==> src/rtl/uart_tx_frm.sv <==
// uart_tx_frm: single-clock UART transmitter with a one-entry holding register.
// Bit timing comes from an internal divider on sysclk_in. Frame layout is
// start bit, DATA_BITS data bits (LSB first), optional parity, STOP_BITS stop bits.
// Optional feature macro: UART_TX_PARITY_EN adds the parity bit
// (PARITY_ODD selects odd parity).
module uart_tx_frm #(
    parameter int CLKS_PER_BIT = 16,
    parameter int DATA_BITS    = 8,
    parameter int STOP_BITS    = 1,
    parameter int PARITY_ODD   = 0
) (
    input  logic                 sysclk_in,
    input  logic                 nrst_in,
    input  logic                 data_valid_in,
    input  logic [DATA_BITS-1:0] tx_data_in,
    output logic                 data_ready_out,
    output logic                 tx_serial_out,
    output logic                 tx_busy_out,
    output logic                 tx_done_out
);

    localparam int DIV_W = $clog2(CLKS_PER_BIT);
    localparam int IDX_W = $clog2(DATA_BITS + 1);
    localparam logic [DIV_W-1:0] DIV_LAST  = DIV_W'(CLKS_PER_BIT - 1);
    localparam logic [IDX_W-1:0] IDX_LAST  = IDX_W'(DATA_BITS - 1);
    localparam logic             STOP_LAST = 1'(STOP_BITS - 1);

    typedef enum logic [2:0] {
        ST_IDLE  = 3'd0,
        ST_START = 3'd1,
        ST_DATA  = 3'd2,
`ifdef UART_TX_PARITY_EN
        ST_PAR   = 3'd3,
`endif
        ST_STOP  = 3'd4
    } state_t;

`ifdef UART_TX_PARITY_EN
    // Even parity is the XOR of the word; odd parity is its complement.
    function automatic logic parity_f(input logic [DATA_BITS-1:0] word);
        logic p;
        p = ^word;
        return (PARITY_ODD != 0) ? ~p : p;
    endfunction
`endif

    state_t                 state_r, state_s;
    logic [DIV_W-1:0]       div_r, div_s;
    logic [IDX_W-1:0]       idx_r, idx_s;
    logic                   stop_cnt_r, stop_cnt_s;
    logic [DATA_BITS-1:0]   shift_r, shift_s;
    logic [DATA_BITS-1:0]   hold_r, hold_s;
    logic                   hold_full_r, hold_full_s;
    logic                   serial_r, serial_s;
    logic                   ready_r;
    logic                   busy_r, busy_s;
    logic                   done_r;
`ifdef UART_TX_PARITY_EN
    logic                   par_r, par_s;
`endif

    logic bit_end_s;
    logic end_frame_s;
    logic load_s;
    logic accept_s;

    // The shifter is free in IDLE or on the edge that closes the last stop bit.
    assign bit_end_s   = (div_r == DIV_LAST);
    assign end_frame_s = (state_r == ST_STOP) && bit_end_s && (stop_cnt_r == STOP_LAST);
    assign load_s      = hold_full_r && ((state_r == ST_IDLE) || end_frame_s);
    assign accept_s    = data_valid_in && ready_r;

    // Next-state, holding-register and line-level logic.
    always_comb begin
        state_s     = state_r;
        div_s       = div_r;
        idx_s       = idx_r;
        stop_cnt_s  = stop_cnt_r;
        shift_s     = shift_r;
        hold_s      = hold_r;
        hold_full_s = hold_full_r;
`ifdef UART_TX_PARITY_EN
        par_s       = par_r;
`endif

        if (load_s) begin
            // A load restarts the divider and opens a new frame.
            state_s = ST_START;
            div_s   = '0;
            shift_s = hold_r;
`ifdef UART_TX_PARITY_EN
            par_s   = parity_f(hold_r);
`endif
        end else begin
            case (state_r)
                ST_IDLE: begin
                    div_s = '0;
                end
                ST_START: begin
                    if (bit_end_s) begin
                        state_s = ST_DATA;
                        idx_s   = '0;
                        div_s   = '0;
                    end else begin
                        div_s = div_r + 1'b1;
                    end
                end
                ST_DATA: begin
                    if (bit_end_s) begin
                        div_s   = '0;
                        shift_s = {1'b0, shift_r[DATA_BITS-1:1]};
                        if (idx_r == IDX_LAST) begin
`ifdef UART_TX_PARITY_EN
                            state_s = ST_PAR;
`else
                            state_s = ST_STOP;
`endif
                            stop_cnt_s = 1'b0;
                        end else begin
                            idx_s = idx_r + 1'b1;
                        end
                    end else begin
                        div_s = div_r + 1'b1;
                    end
                end
`ifdef UART_TX_PARITY_EN
                ST_PAR: begin
                    if (bit_end_s) begin
                        state_s    = ST_STOP;
                        stop_cnt_s = 1'b0;
                        div_s      = '0;
                    end else begin
                        div_s = div_r + 1'b1;
                    end
                end
`endif
                ST_STOP: begin
                    if (bit_end_s) begin
                        div_s = '0;
                        if (stop_cnt_r == STOP_LAST) begin
                            state_s = ST_IDLE;
                        end else begin
                            stop_cnt_s = stop_cnt_r + 1'b1;
                        end
                    end else begin
                        div_s = div_r + 1'b1;
                    end
                end
                default: begin
                    state_s = ST_IDLE;
                    div_s   = '0;
                end
            endcase
        end

        // An accept always writes the new word; a bare load just empties it.
        if (accept_s) begin
            hold_s      = tx_data_in;
            hold_full_s = 1'b1;
        end else if (load_s) begin
            hold_full_s = 1'b0;
        end else begin
            hold_full_s = hold_full_r;
        end

        case (state_s)
            ST_IDLE:  serial_s = 1'b1;
            ST_START: serial_s = 1'b0;
            ST_DATA:  serial_s = shift_s[0];
`ifdef UART_TX_PARITY_EN
            ST_PAR:   serial_s = par_s;
`endif
            ST_STOP:  serial_s = 1'b1;
            default:  serial_s = 1'b1;
        endcase

        busy_s = (state_s != ST_IDLE) || hold_full_s;
    end

    // State, datapath and registered outputs; reset aborts any frame silently.
    always_ff @(posedge sysclk_in or negedge nrst_in) begin
        if (!nrst_in) begin
            state_r     <= ST_IDLE;
            div_r       <= '0;
            idx_r       <= '0;
            stop_cnt_r  <= 1'b0;
            shift_r     <= '0;
            hold_r      <= '0;
            hold_full_r <= 1'b0;
            serial_r    <= 1'b1;
            ready_r     <= 1'b1;
            busy_r      <= 1'b0;
            done_r      <= 1'b0;
`ifdef UART_TX_PARITY_EN
            par_r       <= 1'b0;
`endif
        end else begin
            state_r     <= state_s;
            div_r       <= div_s;
            idx_r       <= idx_s;
            stop_cnt_r  <= stop_cnt_s;
            shift_r     <= shift_s;
            hold_r      <= hold_s;
            hold_full_r <= hold_full_s;
            serial_r    <= serial_s;
            ready_r     <= ~hold_full_s;
            busy_r      <= busy_s;
            done_r      <= end_frame_s;
`ifdef UART_TX_PARITY_EN
            par_r       <= par_s;
`endif
        end
    end

    assign data_ready_out = ready_r;
    assign tx_serial_out  = serial_r;
    assign tx_busy_out    = busy_r;
    assign tx_done_out    = done_r;

endmodule
==> config.mk <==
export PLATFORM = sky130hd
export DESIGN_NAME = uart_tx_frm
export DESIGN_NICKNAME = d
export VERILOG_FILES = /design/src/rtl/uart_tx_frm.sv
export SDC_FILE = /design/constraint.sdc
export NUM_CORES = 1
export LEC_CHECK = 0
export CAP_MARGIN = 15
export CORE_AREA = 2 2 46 69
export CTS_BUF_LIST = sky130_fd_sc_hd__clkbuf_8
export DETAILED_ROUTE_END_ITERATION = 7
export DIE_AREA = 0 0 48 71
export PLACE_DENSITY = 0.79
export SLEW_MARGIN = 10
export SYNTH_ARGS = -nofsm -noshare
export SYNTH_HDL_FRONTEND = slang
export SYNTH_SLANG_ARGS = --single-unit
==> constraint.sdc <==
create_clock -name sysclk_in -period 3 [get_ports sysclk_in]
set_input_delay 0.45 -clock sysclk_in [delete_from_list [all_inputs] [get_ports sysclk_in]]
set_output_delay 0.45 -clock sysclk_in [all_outputs]
set_load 0.03 [all_outputs]
==> results of run 1 <==
placed cells by master (no fill, tap or decap), types with 3 or more instances in the layout:
| master | synthesis | layout |
|---|---|---|
| nand3_1 | 4 | 4 |
| nand4b_1 | 3 | 3 |
| mux2_2 | 8 | 8 |
| a21oi_1 | 3 | 3 |
| dfrtp_1 | 30 | 30 |
| a21o_2 | 6 | 6 |
| nor2_1 | 7 | 7 |
| inv_1 | 5 | 6 |
| o21ai_0 | 11 | 11 |
| clkbuf_8 | 0 | 7 |
| a22o_2 | 6 | 6 |
| clkdlybuf4s50_1 | 0 | 14 |
flip-flops by register name, summed over array words and instances, names as in the netlist:
signal          flops
shift_r             8
tx_busy_out         1
hold_full_r         1
div_r               4
hold_r              8
state_r             3
tx_serial_out       1
data_ready_out      1
idx_r               4
tx_done_out         1
path summary, 6_finish.rpt:
kind / endpoint / slack (ns) / start / depth (start not counted)
setup / recovery: shift_r[3] / 0.78 / div_r[0] / 5
hold / removal: div_r[0] / 0.48 / div_r[0] / 1
setup reg to reg: shift_r[3] / 0.78 / div_r[0] / 5
hold reg to reg: div_r[0] / 0.48 / div_r[0] / 1
max in group asynchronous: data_ready_out / 2.12 / nrst_in / 2
min in group asynchronous: idx_r[1] / 0.56 / nrst_in / 2
through the flow:
stage | utilization | setup slack, ns | cells | hold WS (ns)
finish | 0.615 | 0.779 | 179 | 0.476
global route | 0.615 | 0.622 | 179 | 0.508
CTS | 0.615 | 0.781 | 179 | 0.485
detailed placement | 0.580 | 0.784 | 171 | 0.474
global placement | 0.580 | 0.920 | 171 | 0.455
floorplan | - | 1.31 | 121 | 0.154
per-layer routing:
layer	GRT usage	part of all wire	vias up
li1	-	-	482
met1	0.221	0.39	529
met4	0.0901	0.023	0
met5	0	0	-
met3	0.0612	0.036	7
met2	0.314	0.55	14
layout make-up:
type,count,share of cell area
clock buffer,7,0.0549
timing repair buffer,15,0.0842
multi-input combinational,80,0.362
inverter,5,0.0107
tap,39,0.0278
clock inverter,1,0.00214
sequential,32,0.458
worst register-to-register path, cell delays in order (launching register included):
cell	delay [ns]
dfrtp_1	0.37
ha_1	0.28
nand3_4	0.19
a2111oi_4	0.74
nor2_1	0.26
a21o_2	0.27
power by group:
group	total, W	switching [W]	internal [W]
clock	0.000356	0.000151	0.000206
combinational	0.0000737	0.0000275	0.0000462
sequential	0.000495	0.0000202	0.000474
logic make-up after synthesis:
| kind of cell | after synthesis | share of synthesized area |
|---|---|---|
| AOI/OAI and AO/OA | 36 | 0.187 |
| DFF | 32 | 0.542 |
| and+or+nand+nor | 29 | 0.133 |
| muxes | 10 | 0.0743 |
| buffers and inverters | 9 | 0.0295 |
| xor gates and xnor gates | 3 | 0.0177 |
| adders and majority gates | 2 | 0.0169 |
==> results.md, run 1 <==
- Outcome: finished, final reports clean
- Top cell type's share of synthesized area: 0.506
- Worst Path Arrival: 2.39 ns
- CTS sink cnt: 32
- Largest cells by area after synthesis: dfrtp_1 51%, mux2_2 6.1%, a22o_2 4.1%, o21ai_0 3.7%, dfstp_2 3.5%
- Post-synthesis cell type count: 39
- Cell area after synthesis: 0.00148 mm2
- Final clock skew: about 0.01 ns
- Die width: about 48 um
- Antenna cells: 0
- Multi-input logic area: 636 um2
- Rows: 24
- Crit-path max cell delay: roughly 0.74 ns
- Top Family by Delay on Critical Path: compound AO/OA/AOI/OAI gates
- CP startpoint kind: flip-flop
- Antenna Nets Post-Route: 0
- Total Neg Setup Slack: 0 ns
- Tmin final: roughly 2.2 ns
- Worst-Skew Late Latency: approximately 0.29 ns
- Worst path slowest cell: a2111oi_4
- DP Wirelength: 1930 um
- Die height: between 70 and 80 um
- Filler cells: 250
- WS Path Type: reg -> reg
- Post-CTS Resized: 0
- DRC: 0
- Critical Path Fanout Max: 11
- Final nets: between 150 and 200
- Vias in the first global route: slightly below 1000
- GRT Resource Usage Total: 0.194
- RSZ-0062 raised after global routing: false
- Worst slew margin: 0.540
- CTS tree: built
- Min-delay worst type: reg -> reg
- Post-synth top cells: 30 x dfrtp_1, 11 x o21ai_0, 8 x mux2_2, 7 x nor2_1
- DRT Wirelength: 2730 um
- Worst Setup End Kind: flip-flop
- CP Buf/Inv Count: 0
- Total power: between 0.0009 and 0.001 W
- Worst-margin pin slew: approximately 0.69 ns
- Cell breakdown of the critical path: ha_1 > nand3_4 > a2111oi_4 > nor2_1 > a21o_2
- Drt wl/cell: 15.3 um
- Number of flops mapped to enable cells by yosys: 0
- Dpl cell area: 0.00165 mm2
- Drt pass-1 iters: 4
- I/O Buffers: 14
- Fin area: roughly 0.0018 mm2
- Clock root buffer: clkbuf_8
- Post-synth top area cell: dfrtp_1
- #FFs+latches synth: 32
- Max_cap viols: 0
- Core area: ~0.0029 mm2
- Register area: ~800 um2
- Fin. Hold Viols: 0
- Initial antenna violation count: 0
- GRT Residual Overflow: 0
- Mapped Cells: about 120
- Final GP Congestion: between 0.7 and 0.8
- Max frequency: about 450 MHz
- Ys flop type: dfrtp_1
- Most common cell in the netlist: dfrtp_1
- Area growth syn-to-layout: 18.3%
- Hold-fix buffers, CTS: 0
- DR vias: 1032
- CTS Buf Count: 5
- Syn_area_per_cell: around 12 um2
- Final setup fails: 0
- Power Dens Cells: 527 mW/mm2
- Clock buffer depth: 2
- Worst-path clk slew: 0.07 ns
- Starting density of the core: 0.520
- Vias per inst: between 5 and 6
- First-pass GRT wire length: 4570 um
- Period utilization: 0.740
- Post-synthesis async set-or-reset flop share: 1.00
- Largest net degree at the start of global routing: 33
- Syn nets: 134
- Slew Limit Fails: 0
- Postcts setup bufs: 0
- Peak supply drop: between 0.0004 and 0.0005 V
- Top Ports: 15
- Req. time, crit path: about 3.2 ns
- Static Leak: 0.794 nW
- DRT iter0 DRCs: 19
- Register area share after synthesis: 0.542
- Layout cells sized above 1: 0.250
- Die area: about 0.0034 mm2
- H-tree levels: 2
- YS warnings: 0
No activity file was read; power rests on OpenSTA's default activity.
==> run 2, diff against run 1 <==
CORE_AREA = 2 2 47 71   (was 2 2 46 69)
DIE_AREA = 0 0 49 73   (was 0 0 48 71)
PLACE_DENSITY = 0.78   (was 0.79)
clock period = 1.8 ns   (was 3 ns; I/O delays follow)
==> run 2 against run 1 <==
Net effect:
- wire length is 3.0% higher
- highest routed layer unchanged
- clock skew fell by 0.0034 ns
- via count is 1.2% higher
- critical endpoint is now data_ready_out
==> results.md, run 2 (synthesized netlist as in run 1, its figures left out) <==
- Outcome: finished, final reports clean
- Final setup fails: 0 (unchanged)
- Worst Path Arrival: 1.47 ns (-0.92 ns)
- Clock buffer depth: 2 (unchanged)
- DRT Wirelength: 2820 um (+3.0%)
- Dpl cell area: 0.00171 mm2 (+3.3%)
- Grt met2 use: 0.326 (+0.0116)
- CP startpoint kind: flip-flop
- Total Neg Setup Slack: 0 ns (unchanged)
- Period utilization: 0.966
- CTS sink cnt: 32 (unchanged)
- Final clock skew: 0.00653 ns (-0.00341 ns)
- Final GP Congestion: 0.740 (-0.22%)
- Vias per inst: 5.55 (-3.7%)
- Slew Limit Fails: 0 (unchanged)
- Commonest non-fill, non-tap cell in the layout: dfrtp_1
- Commonest non-fill, non-tap cells in the layout: 30 x dfrtp_1, 14 x clkdlybuf4s50_1, 11 x o21ai_0
- Initial antenna violation count: 0 (unchanged)
- DRT iter0 DRCs: 29 (+10)
- Worst-Skew Late Latency: 0.28 ns (about the same)
- Drt wl/cell: 15.0 um (-1.9%)
- Vias in the first global route: 1057 (+6.8%)
- Die height: 73 um (+2.8%)
- Worst path slowest cell: clkdlybuf4s50_1
- H-tree levels: 2 (unchanged)
- Top Ports: 15 (unchanged)
- DRC: 0 (unchanged)
- Total power: 0.00155 W (+67%)
- FF-to-FF setup slack: 0.10 ns (-0.68 ns)
- Power Dens Cells: 843 mW/mm2 (+60%)
- CTS Buf Count: 5 (unchanged)
- Max_cap viols: 0 (unchanged)
- Placed insts: 179 (+4.7%)
- Die area: 0.00358 mm2 (+5.0%)
- Peak supply drop: 0.000705 V (+55%)
- M3 GR Usage: 0.0451 (-0.0161)
- Layout cells sized above 1: 0.311 (+0.0608)
- Core area: 0.00303 mm2 (+6.4%)
- Final nets: 160 (+5.3%)
- First-pass GRT wire length: 4620 um (+1.1%)
- Critical Path Fanout Max: 2 (-9)
- Worst-margin pin slew: 0.473 ns (-0.216 ns)
- Tmin final: approximately 1.7 ns
- GRT Residual Overflow: 0 (unchanged)
- Cell breakdown of the critical path: clkdlybuf4s50_1
- DP Wirelength: 1960 um (+1.3%)
- Worst Setup End Kind: output pin
- GRT Resource Usage Total: 0.173 (-0.0208)
- Starting density of the core: 0.489 (-0.0311)
- Min-delay worst type: in -> async
- Worst-path clk slew: 0.07 ns (about the same)
- Worst slew margin: 0.681 (+0.141)
- DR vias: 1044 (+1.2%)
- Largest net degree at the start of global routing: 33 (unchanged)
- Top Usage Layer GRT: met2
- Top Family by Delay on Critical Path: buffers and inverters
- Area growth syn-to-layout: 23.7%
- Fin. Hold Viols: 0 (unchanged)
- CTS tree: built
- Antenna Nets Post-Route: 0 (unchanged)
- I/O Buffers: 14 (unchanged)
- Fin area: 0.00183 mm2 (+4.6%)
- Crit-path max cell delay: 0.66 ns (-0.08 ns)
- Antenna cells: 0 (unchanged)
- Max frequency: 575 MHz
- Top flop regs: hold_r: 8 flops, shift_r: 8 flops
- CP Buf/Inv Count: 1 (+1)
- WS Path Type: reg -> out
- Clock root buffer: clkbuf_8
- Fin cells: 188 (+5.0%)
- Hold-fix buffers, CTS: 0 (unchanged)
- Req. time, crit path: 1.53 ns (-1.64 ns)
- GR met1 Demand/Resource: 0.174 (-0.0466)
- Drt pass-1 iters: 4 (unchanged)
- Rows: 25 (+4.2%)
- Static Leak: 0.829 nW (+4.4%)
- Die width: 49 um (+2.1%)
-- run 2: cell count changes in the layout (fill, tap and decap cells not counted), sizes merged --
| cell | delta |
|---|---|
| buf | +8 |
-- run 2: layout make-up --
type / count / area (um2)
Fill cell: 252 / 1200
Sequential cell: 32 / 803
Multi-Input combinational cell: 80 / 654
Timing Repair Buffer: 23 / 208
Clock buffer: 7 / 96.3
Tap cell: 40 / 50.0
Inverter: 5 / 18.8
Clock inverter: 1 / 3.75
-- run 2: final timing paths --
| check | start | to | cells after the start |
|---|---|---|---|
| max in group asynchronous | nrst_in | data_ready_out | 2 |
| worst max-delay path | data_ready_out | data_ready_out | 1 |
| min in group sysclk_in | hold_r[7] | shift_r[7] | 2 |
| worst max register to register | div_r[0] | tx_busy_out | 5 |
| worst min-delay path | nrst_in | hold_r[6] | 2 |
| worst min register to register | hold_r[7] | shift_r[7] | 2 |
-- run 2: routing by layer --
metal / part of all wire / wire (um)
met1: 0.40 / 1120
met2: 0.55 / 1550
met3: 0.033 / 93
met4: 0.020 / 57
met5: 0 / 0
-- run 2: power by group --
part | switching [W] | internal, W | total (W)
sequential | 0.0000340 | 0.000791 | 0.000825
clock | 0.000250 | 0.000343 | 0.000593
combinational | 0.0000468 | 0.0000806 | 0.000127
-- run 2: metrics by stage --
stage | utilization | setup slack (ns) | hold slack [ns]
2_1_floorplan | - | 0.108 | -0.0256
5_1_grt | 0.605 | -0.0156 | 0.440
3_5_place_dp | 0.563 | -0.0118 | 0.463
3_3_place_gp | 0.563 | 0.0622 | 0.451
6_report | 0.605 | 0.0605 | 0.379
4_1_cts | 0.597 | 0.0431 | 0.383
-- run 2: what timing repair did --
| action | in CTS | in global routing |
|---|---|---|
| pin swaps | 0 | 2 |
| buffers inserted | 0 | 1 |
| endpoints found under the setup margin | 1 | 7 |
| resized for setup | 1 | 4 |
==> variant, RTL diff (settings of run 1) <==
Set the parameter `CLKS_PER_BIT` to 32 (it was 16).
--- a/src/rtl/uart_tx_frm.sv
+++ b/src/rtl/uart_tx_frm.sv
@@ -5,5 +5,5 @@
 // (PARITY_ODD selects odd parity).
 module uart_tx_frm #(
-    parameter int CLKS_PER_BIT = 16,
+    parameter int CLKS_PER_BIT = 32,
     parameter int DATA_BITS    = 8,
     parameter int STOP_BITS    = 1,
Behaviour: no difference found for any inputs over 10 cycles, from zero or initial values and one cycle with nrst_in low; that may be too few to reach the edited logic, so the function may still have changed.
==> variant against run 1 <==
Sequential cell count rose by 1; cell count rose by 5.0%; worst setup slack improved by 0.078 ns; cell area rose by 0.57%; core utilization rose by 0.35 points; global-route usage fell by 0.27 points; synthesized area rose by 0.51%; wire length fell by 6.7%; critical path type unchanged; critical endpoint is now tx_busy_out.
Power is not compared: it rests on default switching activity, and its combinational part moved more than twofold at a synthesized area within 25%.
==> variant: results (changes against run 1) <==
- Syn nets: 144 (was 134)
- Ratio of cells with drive above 1 in the final layout: 17.4% (was 25.0%)
- Area contributors post-synth: dfrtp_1 (52%), mux2_2 (6.0%), dfstp_2 (3.5%), a21oi_1 (3.4%), ha_1 (3.4%) (was dfrtp_1 (51%), mux2_2 (6.1%), a22o_2 (4.1%), o21ai_0 (3.7%), dfstp_2 (3.5%))
- Worst stage delay on the critical path: 0.50 ns (was 0.74 ns)
- Post-route setup slack: 0.858 ns (was 0.779 ns)
- Worst Reg-to-Reg Cells: 6 (was 5)
- Buffer share of cell area: 8.37% (was 8.42%)
- First-pass GRT wire length: 4550 um (was 4570 um)
- Synth unique cells: 34 (was 39)
- RD Place Congestion: 0.800 (was 0.742)
- Synth cell count leaders: dfrtp_1 (31), nand2_1 (11), nor2_1 (11) (was dfrtp_1 (30), o21ai_0 (11), mux2_2 (8))
- P_sw: 420 uW
- Critical-path top delay cell: or4b_1 (was a2111oi_4)
- Multi-input gates: 89 (was 80)
- Pre-CTS setup slack: 0.862 ns (was 0.784 ns)
- Post-synthesis instance total: 129 (was 121)
- Largest regs: hold_r (8), shift_r (8), div_r (5) (was hold_r (8), shift_r (8))
- Layout Cells excl Fill: 188 (was 179)
- All-layer global routing usage: 19.1% (was 19.4%)
- Largest net degree at the start of global routing: 34 (was 33)
- Clock buffers and inverters, area share: 4.89% (was 5.71%)
- Clk pwr: 321 uW
- Grt ovf: 0 (unchanged)
- Placed cell area: 1680 sq um (was 1650 sq um)
- HP Class: register to register (unchanged)
- Worst-path clk slew: 0.06 ns
- Multi-input combinational area share: 36.0% (was 36.2%)
- Status: completed (unchanged)
- Total negative slack: 0 ns (unchanged)
- Hold WS: 0.471 ns (was 0.476 ns)
- Final Skew: 0.00413 ns (was 0.00994 ns)
- Cells after DPL: 181 (was 171)
- Antenna Cells: 0 (unchanged)
- Clock Sinks: 33 (was 32)
- Top Family by Delay on Critical Path: simple AND/OR/NAND/NOR gates (was compound AO/OA/AOI/OAI gates)
- Vias in the first global route: 1107 (was 990)
- Die ar.: 3410 sq um (unchanged)
- Routed via count: 1032 (unchanged)
- CTS root buffer: clkbuf_8 (unchanged)
- Comb pwr share: 26.4%
- Seq/Total Area, Yosys: 55.6% (was 54.2%)
- Worst Setup EP: tx_busy_out (was shift_r[3])
- # nets final: 164 (was 152)
- Clock Buffer Count: 6 (was 7)
- DR pass1 iterations: 4 (unchanged)
- DP HPWL: 1980 um (was 1930 um)
- WL/cell: 13.6 um (was 15.3 um)
- Worst hold path cell count: 1 (unchanged)
- Worst Tran Pin Value: 0.536 ns (was 0.689 ns)
- Layout fillers: 240 (was 250)
- Max Root-Sink Buffers: 2 (unchanged)
- Crit-path max FO: 13 (was 11)
- # resized after CTS: 0 (unchanged)
- Sequential fraction of total cell area: 47.0% (was 45.8%)
- Leakage: 0.000801 uW
- Post-synth ARST share: 100% (unchanged)
- Hold EP: div_r[0] (unchanged)
## variant: changes by cell type after synthesis, moves of 3 or more
cell | before | now
a21o_2 | 6 | 0
a21oi_1 | 3 | 10
a22o_2 | 6 | 0
a2bb2oi_1 | 0 | 3
and2_1 | 1 | 4
nand2_1 | 2 | 11
nand4b_1 | 3 | 0
nor2_1 | 7 | 11
o21ai_0 | 11 | 6
## variant: per-layer routing
layer  share of wire, %  vias up  track usage (%)
li1                   -      488                -
met1                 36      513             19.8
met2                 58       25             31.1
met3                4.0        6             5.87
met4                2.2        0             12.3
met5                  0        -                0
## variant: cells by family (layout without fill, tap and decap cells)
family	after synthesis	in the layout	synth area share [%]
buffers and inverters	7	27	1.85
adder cells (fa/ha/maj)	4	4	3.36
AO/OA/AOI/OAI	25	25	11.5
AND/OR/NAND/NOR	46	46	17.9
multiplexers	11	11	8.06
XOR/XNOR	3	3	1.76
flip-flops	33	33	55.6
